**src/rtl/fft_core_arbiter_pkg.sv**
```systemverilog
// Shared definitions for the two-requester FFT engine arbiter.
package fft_core_arbiter_pkg;

    localparam int NREQ = 2;

    typedef enum logic [2:0] {
        ST_IDLE  = 3'd0,
        ST_START = 3'd1,
        ST_BUSY  = 3'd2,
        ST_DONE  = 3'd3,
        ST_ERR   = 3'd4
    } state_t;

endpackage

```
**src/rtl/fft_rr_pick_2.sv**
```systemverilog
// Combinational 2-way round-robin picker: rr names the requester with first priority.
module fft_rr_pick_2 (
    input  logic [1:0] req,
    input  logic       rr,
    output logic       valid,
    output logic       idx
);

    assign valid = |req;
    assign idx   = req[rr] ? rr : ~rr;

endmodule

```
**src/rtl/fft_core_arbiter.sv**
```systemverilog
// Round-robin owner of a single FFT engine: grant, start pulse, completion on
// ready rising edge, result hold until owner release, watchdog abort.
module fft_core_arbiter
    import fft_core_arbiter_pkg::*;
#(
    parameter int N           = 1024,
    parameter int DATA_W      = 32,
    parameter int TIMEOUT_CYC = 16384
) (
    input  logic                   clk,
    input  logic                   rstn,
    input  logic [NREQ-1:0]        req_i,
    input  logic [NREQ-1:0]        done_i,
    input  logic [NREQ*DATA_W-1:0] rq_x0_re_i,
    input  logic [NREQ*DATA_W-1:0] rq_x0_im_i,
    input  logic [NREQ*DATA_W-1:0] rq_x1_re_i,
    input  logic [NREQ*DATA_W-1:0] rq_x1_im_i,
    output logic [NREQ-1:0]        gnt_o,
    output logic                   busy_o,
    output logic [NREQ-1:0]        result_valid_o,
    output logic                   err_o,
    output logic                   err_id_o,
    output logic                   core_start_o,
    input  logic                   core_ready_i,
    output logic [DATA_W-1:0]      core_x0_re_o,
    output logic [DATA_W-1:0]      core_x0_im_o,
    output logic [DATA_W-1:0]      core_x1_re_o,
    output logic [DATA_W-1:0]      core_x1_im_o
);

    localparam int CNT_W = (TIMEOUT_CYC > 2) ? $clog2(TIMEOUT_CYC) : 1;
    localparam logic [CNT_W-1:0] CNT_LAST = CNT_W'(TIMEOUT_CYC - 1);

    // N only documents the engine pairing; reject nonsense at elaboration.
    if (TIMEOUT_CYC < 2 || N < 2) begin : g_param_check
        $error("fft_core_arbiter: TIMEOUT_CYC and N must be >= 2");
    end

    state_t            state, state_n;
    logic              rr;
    logic              owner;
    logic [CNT_W-1:0]  cnt;
    logic              ready_q;
    logic              rise;
    logic              pick_vld;
    logic              pick_idx;
    logic [NREQ-1:0]   owner_oh;

    fft_rr_pick_2 u_pick (
        .req   (req_i),
        .rr    (rr),
        .valid (pick_vld),
        .idx   (pick_idx)
    );

    assign rise     = core_ready_i & ~ready_q;
    assign owner_oh = owner ? 2'b10 : 2'b01;

    always_comb begin
        state_n = state;
        case (state)
            ST_IDLE:  if (pick_vld) state_n = ST_START;
            ST_START: state_n = ST_BUSY;
            // Completion beats the watchdog when both land together.
            ST_BUSY: begin
                if (rise)                 state_n = ST_DONE;
                else if (cnt == CNT_LAST) state_n = ST_ERR;
            end
            ST_DONE:  if (done_i[owner]) state_n = ST_IDLE;
            ST_ERR:   state_n = ST_IDLE;
            default:  state_n = ST_IDLE;
        endcase
    end

    always_ff @(posedge clk or negedge rstn) begin
        if (!rstn) begin
            state        <= ST_IDLE;
            rr           <= 1'b0;
            owner        <= 1'b0;
            cnt          <= '0;
            ready_q      <= 1'b0;
            gnt_o        <= '0;
            core_start_o <= 1'b0;
            err_o        <= 1'b0;
            err_id_o     <= 1'b0;
        end else begin
            state        <= state_n;
            ready_q      <= core_ready_i;
            core_start_o <= (state == ST_START);
            err_o        <= (state_n == ST_ERR);

            if (state == ST_IDLE && pick_vld) begin
                owner <= pick_idx;
                gnt_o <= pick_idx ? 2'b10 : 2'b01;
            end

            if (state == ST_START)     cnt <= '0;
            else if (state == ST_BUSY) cnt <= cnt + 1'b1;

            if (state_n == ST_ERR) err_id_o <= owner;

            // Release or abort hands priority to the other requester.
            if ((state == ST_DONE || state == ST_ERR) && state_n == ST_IDLE) begin
                gnt_o <= '0;
                rr    <= ~owner;
            end
        end
    end

    assign busy_o         = (state != ST_IDLE);
    assign result_valid_o = (state == ST_DONE) ? owner_oh : '0;

    function automatic logic [DATA_W-1:0] mux_sel(input logic [NREQ*DATA_W-1:0] bus,
                                                  input logic [NREQ-1:0]        g);
        mux_sel = '0;
        for (int k = 0; k < NREQ; k++)
            if (g[k]) mux_sel = bus[k*DATA_W +: DATA_W];
    endfunction

    assign core_x0_re_o = mux_sel(rq_x0_re_i, gnt_o);
    assign core_x0_im_o = mux_sel(rq_x0_im_i, gnt_o);
    assign core_x1_re_o = mux_sel(rq_x1_re_i, gnt_o);
    assign core_x1_im_o = mux_sel(rq_x1_im_i, gnt_o);

endmodule
```
**config.mk**
```make
export PLATFORM = sky130hd
export DESIGN_NAME = fft_core_arbiter
export DESIGN_NICKNAME = d
export VERILOG_FILES = /design/src/rtl/fft_core_arbiter_pkg.sv /design/src/rtl/fft_rr_pick_2.sv /design/src/rtl/fft_core_arbiter.sv
export SDC_FILE = /design/constraint.sdc
export NUM_CORES = 1
export LEC_CHECK = 0
export ABC_CLOCK_PERIOD_IN_PS = 3100
export CAP_MARGIN = 20
export CORE_AREA = 8 8 151 153
export CTS_BUF_LIST = sky130_fd_sc_hd__clkbuf_8
export DETAILED_ROUTE_END_ITERATION = 7
export DIE_AREA = 0 0 159 161
export GPL_ROUTABILITY_DRIVEN = 0
export SLEW_MARGIN = 20
export SYNTH_ARGS = -nofsm -noshare
export SYNTH_HDL_FRONTEND = slang
export SYNTH_HIERARCHICAL = 1
export SYNTH_SLANG_ARGS = --single-unit
```
**constraint.sdc**
```tcl
create_clock -name clk -period 3.1 [get_ports clk]
set_input_delay 0.775 -clock clk [delete_from_list [all_inputs] [get_ports clk]]
set_output_delay 0.775 -clock clk [all_outputs]
set_load 0.05 [all_outputs]
```
==> run metrics <==
relative slew slack=62.7%; IO Port Bufs=roughly 400; Site Rows=53; dpl cells=922; routed vias=4,038; die area=around 26,000 sq um; CP startpoint kind=register; max cap viols=0; Int Power=about 3.9 mW; hold slack=roughly 480 ps; end of the critical path=result_valid_o[0]; syn_nets=between 500 and 600; xor/xnor share of the synthesized area=0%; drt wl/cell=25.2 um; synthesized area=2450 sq um; CTS Buffer Depth=2; RSZ-0062 raised after global routing=false; Clock Latency Late Sink=between 200 and 300 ps; leading cell types in the layout, fill and taps excluded=clkdlybuf4s50_1 (270), buf_12 (130), a22o_1 (128); H-tree Lvls=1; Avg Inst Size Synth=8.86 sq um; gate count of the mapped netlist=roughly 280; most common cell after layout, fill and taps aside=clkdlybuf4s50_1; Post-CTS Resized=0; hold crit path type=register to register; Worst Path Class, Setup=register to output pin; DRT Wirelength=between 20,000 and 25,000 um; Worst Clk Skew=~2.4 ps; period utilization=between 90% and 100%; Die W=~160 um; R2R Setup Slk=1350 ps; Core Area=20,600 sq um; Slew Viols, Final=0; final hold vios=0; Clk pwr share=around 2.3%; status=finished clean; cell at the root of the clock tree=clkbuf_8; total CTS buffers=3; total power=approximately 8.3 mW; grt total ovfl=0; Setup Total Neg Slack=0 ps; initial antenna violation count=19; minimum clock period=about 2800 ps; max frequency=between 300 and 400 MHz; R2R depth=4; CP max FO=7; GRT Overall Usage=~17%; switching pwr=about 4.4 mW; Pre-antenna DRT Iters=4; sw frac=between 50% and 60%; FFs w/ async S/R, synth=between 90% and 100%; Crit. End Element=output pin; WP data required=roughly 2300 ps; DRT antenna net count=0; r2r endpoint=err_id_o$_DFFE_PN0P_; CTS tree=done; adder-cell area share of the yosys netlist=0.510%; Worst Max-Slew Pin Slew=between 500 and 600 ps; R2R Path Start=state[2]$_DFF_PN0_; Post-DP Area=about 8000 sq um; global-route wire length before repair=31,800 um; Final Setup Violations=0; synthesis-to-finish area growth=228%; non-filler instance count after layout=927; most common flop cell mapped by yosys=dfrtp_1; Post-synth EDFFs=0; CP startpoint=state[0]$_DFF_PN0_; Yosys reg bits=25; DRC=0; Worst-path clk slew=80 ps; Final Instance Area=slightly above 8000 sq um; leakage power total=around 3.3 nW; Die H=161 um; initial drt markers=roughly 230; maximum number of pins on one net before global-route repair=91; worst path arrival time=2050 ps; Fill cells=about 2,000; simple-gate share of the synthesized area=12.6%; CTS Hold Buffers Added=0; post-synthesis mux area share=6.22%; vias per std cell=roughly 4.4; HPWL after DPL=slightly above 20,000 um; share of cells above drive strength 1=~22%; combinational share of power=around nine tenths; largest family of logic cells by synthesized area=compound AO/OA/AOI/OAI gates; synth unique cells=32; Layout Nets=916; Ports=approximately 400; CTS sink count=25; post-synthesis sequential area ratio=25.5%; Reg power frac=between 5 and 6%; VDD IR max=512 uV; vias in the first global route=roughly 4,100; Yosys warning total=6; initial core utilization=11.9%; Compound-Gate Fraction of Synth Area=49.3%; PD cells=between 1000 and 1500 nW/um^2; setup repair bufs after CTS=0
[per-stage QoR]
| stage | setup WS (ps) | utilization [%] |
|---|---|---|
| after global routing | 180 | 39.2 |
| after detailed placement | 521 | 39.0 |
| after floorplan | 66.5 | - |
| final | 279 | 39.2 |
| after global placement | 491 | 39.0 |
| after CTS | 295 | 39.2 |
[critical path, cell delays in order, from the launching register on]
cell	delay [ps]
dfrtp_1	480
nor2b_1	270
nand2_1	110
nor2_1	100
clkdlybuf4s50_1	820
[registers in the layout, indices dropped and copies added, names as in the netlist]
signal,count
state,3
ready_q,1
owner,1
rr,1
core_start_o,1
err_id_o,1
err_o,1
cnt,14
gnt_o,2
[worst min path at each step]
stage	slack (ps)	end	cells after the start	from
4_1_cts	480	cnt[6]$_DFFE_PN0P_	1	cnt[6]$_DFFE_PN0P_
3_5_place_dp	460	cnt[6]$_DFFE_PN0P_	1	cnt[6]$_DFFE_PN0P_
2_1_floorplan	440	cnt[6]$_DFFE_PN0P_	1	cnt[6]$_DFFE_PN0P_
3_3_place_gp	450	cnt[6]$_DFFE_PN0P_	1	cnt[6]$_DFFE_PN0P_
5_1_grt	500	cnt[6]$_DFFE_PN0P_	1	cnt[6]$_DFFE_PN0P_
6_report	480	cnt[6]$_DFFE_PN0P_	1	cnt[6]$_DFFE_PN0P_
[power by group through the flow]
stage / Sequential [mW] / Clock [mW] / Combinational [mW]
final: 0.483 / 0.188 / 7.64
after global routing: 0.495 / 0.210 / 7.89
after CTS: 0.484 / 0.198 / 7.70
after detailed placement: 0.489 / 0 / 7.69
after global placement: 0.485 / 0 / 7.67
after floorplan: 0.508 / 0 / 3.69
[routing by layer]
metal	vias up	global-route usage, %	routed length [um]
li1	1875	-	-
met1	1892	19.9	9320
met2	200	26.5	10700
met3	37	10.6	3000
met4	34	0.643	68
met5	-	0	235
[cell type report]
| type | count | area, sq um | area share [%] |
|---|---|---|---|
| repair buffers | 403 | 5330 | 66.1 |
| flip-flops and latches | 25 | 629 | 7.81 |
| well taps | 275 | 344 | 4.27 |
| clock inverters | 1 | 3.75 | 0.0466 |
| diodes | 1 | 2.50 | 0.0311 |
| clock buffers | 3 | 41.3 | 0.513 |
| inverters | 4 | 15.0 | 0.186 |
| multi-input cells | 215 | 1690 | 21.0 |
[cell usage after synthesis, types with 4 or more instances]
master      n  area [sq um]
a22o_1    128          1120
and3_1      5          31.3
buf_2       4          20.0
dfrtp_1    25           626
nand3_1     8          40.0
o21ai_0     6          30.0
nor2_1      8          30.0
mux2i_1    13           130
nand2_1    17          63.8
nand4_1     4          25.0
clkbuf_1   27           101
[cell families (layout without fill, tap and decap cells)]
kind of cell / count (synthesis) / count (layout)
compound gates: 143 / 143
simple gates: 56 / 56
buf+inv: 37 / 411
flops: 25 / 25
mux: 15 / 15
fa+ha+maj: 1 / 1
other cells: 0 / 1
No activity file was read; power rests on OpenSTA's default activity.
